===== src/rtl/send_ctrl_pkg.sv =====
// rtl/send_ctrl_pkg.sv - shared types and constants for the send job scheduler
package send_ctrl_pkg;

  localparam int LEN_W = 32;

  typedef enum logic [2:0] {
    IDLE,
    LOAD,
    RUN,
    DRAIN,
    DONE,
    ERR
  } state_t;

  localparam logic [1:0] ERR_NONE    = 2'b00;
  localparam logic [1:0] ERR_TIMEOUT = 2'b01;
  localparam logic [1:0] ERR_EARLY   = 2'b10;

endpackage


===== src/rtl/send_job_fifo.sv =====
// rtl/send_job_fifo.sv - first-word fall-through descriptor queue with flush
module send_job_fifo #(
  parameter int DEPTH = 4,
  parameter int W     = 32
) (
  input  logic         clk,
  input  logic         rst_n,
  input  logic         flush,
  input  logic         push,
  input  logic [W-1:0] din,
  input  logic         pop,
  output logic [W-1:0] dout,
  output logic         full,
  output logic         empty
);

  localparam int AW = $clog2(DEPTH);

  logic [W-1:0]  mem [DEPTH];
  logic [AW-1:0] wr_ptr;
  logic [AW-1:0] rd_ptr;
  logic [AW:0]   count;
  logic          do_push;
  logic          do_pop;

  assign empty   = (count == '0);
  assign full    = (count == (AW+1)'(DEPTH));
  assign do_pop  = pop & ~empty;
  // A pop frees the slot a simultaneous push needs, so a full FIFO still accepts one.
  assign do_push = push & (~full | do_pop);
  assign dout    = mem[rd_ptr];

  always_ff @(posedge clk or negedge rst_n) begin
    if (!rst_n) begin
      wr_ptr <= '0;
      rd_ptr <= '0;
      count  <= '0;
      for (int i = 0; i < DEPTH; i++) mem[i] <= '0;
    end else if (flush) begin
      wr_ptr <= '0;
      rd_ptr <= '0;
      count  <= '0;
    end else begin
      if (do_push) begin
        mem[wr_ptr] <= din;
        wr_ptr      <= wr_ptr + 1'b1;
      end
      if (do_pop) rd_ptr <= rd_ptr + 1'b1;
      count <= count + (AW+1)'(do_push) - (AW+1)'(do_pop);
    end
  end

endmodule


===== src/rtl/send_job_ctrl.sv =====
// rtl/send_job_ctrl.sv - queues send descriptors, gates the upstream stream, tracks completion
module send_job_ctrl
  import send_ctrl_pkg::*;
#(
  parameter int QDEPTH  = 4,
  parameter int TIMEOUT = 1048576
) (
  input  logic             s_axis_aclk,
  input  logic             s_axis_aresetn,
  input  logic             job_valid,
  output logic             job_ready,
  input  logic [LEN_W-1:0] job_len,
  input  logic             abort,
  output logic [LEN_W-1:0] send_len,
  input  logic [31:0]      data_cnt,
  input  logic             write_hsked,
  input  logic             tx_done,
  output logic             stream_en,
  output logic             busy,
  output logic             done_pulse,
  output logic [15:0]      done_cnt,
  output logic [31:0]      last_cnt,
  output logic [1:0]       err_code
);

  localparam int WD_W = $clog2(TIMEOUT);

  state_t           state;
  state_t           next_state;
  logic [1:0]       err_next;
  logic [LEN_W-1:0] fifo_dout;
  logic             fifo_full;
  logic             fifo_empty;
  logic             push;
  logic             pop;
  logic             run_ok;
  logic [LEN_W-1:0] beat_cnt;
  logic [LEN_W-1:0] beat_inc;
  logic [WD_W-1:0]  wd_cnt;
  logic             wd_expired;
  logic             wd_clear;
  logic             last_beat;

  // run_ok is a registered "not in ERR" flag that also holds job_ready low during reset.
  assign job_ready  = ~fifo_full & ~abort & run_ok;
  assign push       = job_valid & job_ready;
  assign pop        = (state == IDLE) & ~fifo_empty & ~abort;
  assign beat_inc   = beat_cnt + 1'b1;
  assign last_beat  = write_hsked & (beat_inc == send_len);
  assign wd_expired = (wd_cnt == WD_W'(TIMEOUT - 1));
  assign wd_clear   = tx_done | ((state == RUN) & write_hsked);

  send_job_fifo #(.DEPTH(QDEPTH), .W(LEN_W)) u_fifo (
    .clk   (s_axis_aclk),
    .rst_n (s_axis_aresetn),
    .flush (abort),
    .push  (push),
    .din   (job_len),
    .pop   (pop),
    .dout  (fifo_dout),
    .full  (fifo_full),
    .empty (fifo_empty)
  );

  always_comb begin
    next_state = state;
    err_next   = err_code;
    case (state)
      IDLE:  if (!fifo_empty) next_state = LOAD;
      LOAD:  next_state = (send_len == '0) ? DONE : RUN;
      RUN: begin
        if (last_beat) begin
          next_state = tx_done ? DONE : DRAIN;
        end else if (tx_done) begin
          next_state = ERR;
          err_next   = ERR_EARLY;
        end else if (wd_expired && !write_hsked) begin
          next_state = ERR;
          err_next   = ERR_TIMEOUT;
        end
      end
      DRAIN: begin
        if (tx_done) begin
          next_state = DONE;
        end else if (wd_expired) begin
          next_state = ERR;
          err_next   = ERR_TIMEOUT;
        end
      end
      DONE:    next_state = IDLE;
      ERR:     next_state = ERR;
      default: next_state = IDLE;
    endcase
    if (abort) begin
      next_state = IDLE;
      err_next   = ERR_NONE;
    end
  end

  always_ff @(posedge s_axis_aclk or negedge s_axis_aresetn) begin
    if (!s_axis_aresetn) begin
      state      <= IDLE;
      err_code   <= ERR_NONE;
      stream_en  <= 1'b0;
      busy       <= 1'b0;
      done_pulse <= 1'b0;
      run_ok     <= 1'b0;
      send_len   <= '0;
      beat_cnt   <= '0;
      wd_cnt     <= '0;
      done_cnt   <= '0;
      last_cnt   <= '0;
    end else begin
      state      <= next_state;
      err_code   <= err_next;
      stream_en  <= (next_state == RUN);
      // A pop always moves to LOAD, so a non-empty queue here still means work pending.
      busy       <= ~abort & ((next_state != IDLE) | push | ~fifo_empty);
      done_pulse <= (next_state == DONE);
      run_ok     <= (next_state != ERR);
      if (pop) begin
        send_len <= fifo_dout;
        beat_cnt <= '0;
        wd_cnt   <= '0;
      end else if (state == RUN || state == DRAIN) begin
        if (state == RUN && write_hsked) beat_cnt <= beat_inc;
        wd_cnt <= wd_clear ? '0 : wd_cnt + 1'b1;
      end
      if (state == DONE && !abort) begin
        done_cnt <= done_cnt + 1'b1;
        last_cnt <= data_cnt;
      end
    end
  end

endmodule

===== config.mk =====
export PLATFORM = sky130hd
export DESIGN_NAME = send_job_ctrl
export DESIGN_NICKNAME = d
export VERILOG_FILES = /design/src/rtl/send_ctrl_pkg.sv /design/src/rtl/send_job_fifo.sv /design/src/rtl/send_job_ctrl.sv
export SDC_FILE = /design/constraint.sdc
export NUM_CORES = 1
export LEC_CHECK = 0
export BUFFER_PORTS_ARGS = -buffer_cell sky130_fd_sc_hd__buf_2
export CAP_MARGIN = 20
export CORE_ASPECT_RATIO = 1.25
export CORE_MARGIN = 3
export CORE_UTILIZATION = 59
export CTS_BUF_LIST = sky130_fd_sc_hd__clkbuf_4
export DETAILED_ROUTE_END_ITERATION = 12
export PLACE_DENSITY = 0.86
export SYNTH_ARGS = -nofsm -noshare
export SYNTH_HDL_FRONTEND = slang
export SYNTH_SLANG_ARGS = --single-unit

===== constraint.sdc =====
create_clock -name s_axis_aclk -period 4.4 [get_ports s_axis_aclk]
set_input_delay 1.1 -clock s_axis_aclk [delete_from_list [all_inputs] [get_ports s_axis_aclk]]
set_output_delay 1.1 -clock s_axis_aclk [all_outputs]
set_load 0.01 [all_outputs]

==> key figures <==
Route
  • Total length of routed wires: 30600 um
  • Remaining antenna violation count: 0
  • Routed length per instance: 19.5 um
  • Length of the first detailed-routing pass in iterations: 5
  • Drt initial violations: 799
  • Number of remaining DRC errors: 0
  • Average via count per standard cell: 6.12
  • Vias post-DR: 9610

Global route
  • Global-route wire length before repair: 51100 um
  • Total congestion overflow: 0
  • Overall fraction of global-route tracks in use: 0.256
  • Initial antenna violation count: 3
  • Number of global-route vias before repair: 10217
  • Pin count of the biggest net entering global routing: 96

STA
  • # setup viols final: 0
  • Worst rel slew slack: 0.343
  • Number of hold-slack violations in the final timing report: 0
  • Worst Skew: 34.7 ps
  • Final TNS setup: 0 ps
  • Fmax: 0.295 GHz
  • Transition time of the tightest slew-check pin: 983 ps
  • Tmin final: 3390 ps
  • Unrepaired setup endpoints after global routing: false
  • Slew Viols, Final: 0
  • Final worst path period share: 0.770
  • Hold slack: 446 ps

Floorplanning
  • Effective utilization at floorplan: 0.606
  • Height of the die: 173 um
  • Site row count: 60
  • Area of the die: 24200 um2
  • I/O pins: 156
  • Horiz. Die Dim: 140 um
  • Core Box Area: 21800 um2

Cells and area
  • Growth of design area from synthesis to finish: 14.5%
  • Fillers: 1506
  • Share of post-route cells with drive strength above 1: 0.401
  • Final std cell area, no fill: 15100 um2
  • Number of standard cells in the final layout excluding fillers: 1569
  • Finished Core Util: 0.694
  • Net count of the finished layout: 1332

Worst setup path
  • Setup slack, reg-to-reg: 1010 ps
  • Depth of the worst register-to-register path: 9
  • Crit Reg-Reg Startpoint: beat_cnt[0]
  • CP arrival: 3980 ps
  • Crit start category: flop
  • Crit path largest cell delay: 690 ps
  • Endpoint type of the worst setup path: flop
  • Start-to-end type of the worst setup path: flop to flop
  • Slowest cell on the critical path: nor4_1
  • Critical Path Fanout Max: 8
  • Required time reported for the critical path endpoint: 5000 ps
  • R2r endpoint: state[0]
  • Sequence of cells on the critical path: ha_1, nand3_1, nor4_1, xnor2_1, nor3_1, nand4_1, nor4_4, mux2i_1, and2_1
  • Worst Setup SP: beat_cnt[0]

Synth
  • Average cell area after synthesis: 12.4 um2
  • Share of the synthesized area in the top cell type: 0.523
  • Mapped Nets: 1144
  • Number of synthesized register bits: 276
  • Number of instances in the synthesized netlist: 1064
  • Fraction of the yosys area taken by sequential cells: 0.523
  • Cell area after synthesis: 13200 um2
  • Commonest cells in the synthesized netlist: dfrtp_1 (276), mux2_2 (193), o21ai_0 (72)
  • Number of enable-type register cells in the synthesized netlist: 0
  • YS warnings: 0
  • Fraction of synthesis flops using an asynchronous set or reset pin: 1.00
  • Cells taking the most area after synthesis: dfrtp_1 (52%), mux2_2 (16%), mux4_2 (5.5%), xnor2_1 (3.5%), o21ai_0 (2.7%)
  • Count of different cell masters after synthesis: 60
  • Post-synth top area cell: dfrtp_1
  • Most instantiated library cell after synthesis: dfrtp_1
  • Ys flop type: dfrtp_1

Clock network
  • CTS H-Tree Depth: 3
  • Library cell used as clock root buffer: clkbuf_4
  • Number of resized instances in the post-cts repair step: 0
  • Max Root-Sink Buffers: 3
  • CTS clock-pin slew for the worst setup and hold paths: 70 ps
  • Clock Latency Late Sink: 670 ps
  • TritonCTS clock tree: done
  • Number of setup buffers added after CTS: 0
  • Total CTS buffers: 71
  • Sink Count: 276
  • # hold bufs at CTS: 0

Power
  • Worst IR Drop VDD: 404 uV
  • Power density over the cells: 623 nW/um2
  • Standby leakage power: 6.88 nW

Placed design
  • Quantity of I/O buffers inserted on ports: 155
  • Cell area reported after detailed placement: 14300 um2
  • Routability-driven placement congestion ratio: 0.956
  • Total placed cells including tap cells: 1457
  • HPWL Detailed: 20600 um

Job
  • Max_cap viols: 0

Status
  • Result of the run: completed

Worst hold path
  • Class of the tightest hold or removal check: primary input to asynchronous set/reset pin
## how the worst max path moves through the flow
stage	slack, ps	depth (start not counted)	end
floorplan	1440	8	u_fifo.count[1]
global placement	1180	8	state[0]
finish	1010	9	state[0]
global route	870	9	state[0]
CTS	1040	9	state[0]
detailed placement	1080	8	state[0]
## layout make-up
cell class / instances / area [um2] / area share
Multi-Input combinational cell: 711 / 6000 / 0.397
Clock inverter: 16 / 131 / 0.00869
Inverter: 18 / 67.6 / 0.00447
Sequential cell: 276 / 6910 / 0.457
Antenna cell: 2 / 5.00 / 0.000331
Timing Repair Buffer: 174 / 953 / 0.0631
Clock buffer: 93 / 698 / 0.0462
Tap cell: 279 / 349 / 0.0231
## where the power goes
part	internal, mW	switching, mW	leakage [nW]
Clock	1.10	0.990	0.483
Sequential	3.49	0.748	3.55
Combinational	1.72	1.36	2.84
## worst max-delay path, delay by kind of cell (launching register included)
| family | cells | cell delay, ps |
|---|---|---|
| simple gates | 6 | 2130 |
| mux | 1 | 370 |
| flops | 1 | 450 |
| xor+xnor | 1 | 130 |
| fa+ha+maj | 1 | 270 |
## layer usage
layer,global-route usage,wire [um],vias up
met4,0.117,1110,2
li1,-,-,4321
met5,0,9,-
met1,0.310,12000,4815
met3,0.0548,1810,97
met2,0.440,15700,375
## stage by stage
stage | setup WS [ps] | power, mW
2_1_floorplan | 1440 | 6.23
3_3_place_gp | 1180 | 7.15
3_5_place_dp | 1080 | 7.34
4_1_cts | 1040 | 9.48
5_1_grt | 868 | 10.0
6_report | 1010 | 9.41
## layout by cell type (no fill, tap or decap), types with 7 or more instances in the layout
cell type    n
o31ai_1     16
mux2_2     193
mux4_2      32
o21ai_0     72
or3_1        7
buf_2      154
nor4_1      17
a21oi_1     14
nand3_1     29
and3_1      17
dfrtp_1    275
ha_1         9
nor3_1       9
xor2_1      17
and2_1       8
clkbuf_4    93
a31oi_1     11
buf_4       17
xnor2_1     53
nand2_1     61
nor2_1      40
clkinv_1     9
inv_1       18
nand4_1     32
## registers in the layout, indices dropped and copies added (netlist names), 3 cells and up
name          count
u_fifo.mem      128
beat_cnt         32
last_cnt         32
send_len         32
wd_cnt           20
done_cnt         16
state             3
u_fifo.count      3
## logic make-up (layout without fill, tap and decap cells)
family	after synthesis	after routing	share of synthesized area
AND/OR/NAND/NOR	253	253	0.103
multiplexers	228	228	0.222
AO/OA/AOI/OAI	148	148	0.0688
buffers and inverters	77	301	0.0230
adder cells (fa/ha/maj)	10	10	0.0101
flip-flops	276	276	0.523
XOR/XNOR	72	72	0.0499
other	0	2	0
Note: power is estimated with default switching activity, not from simulation.
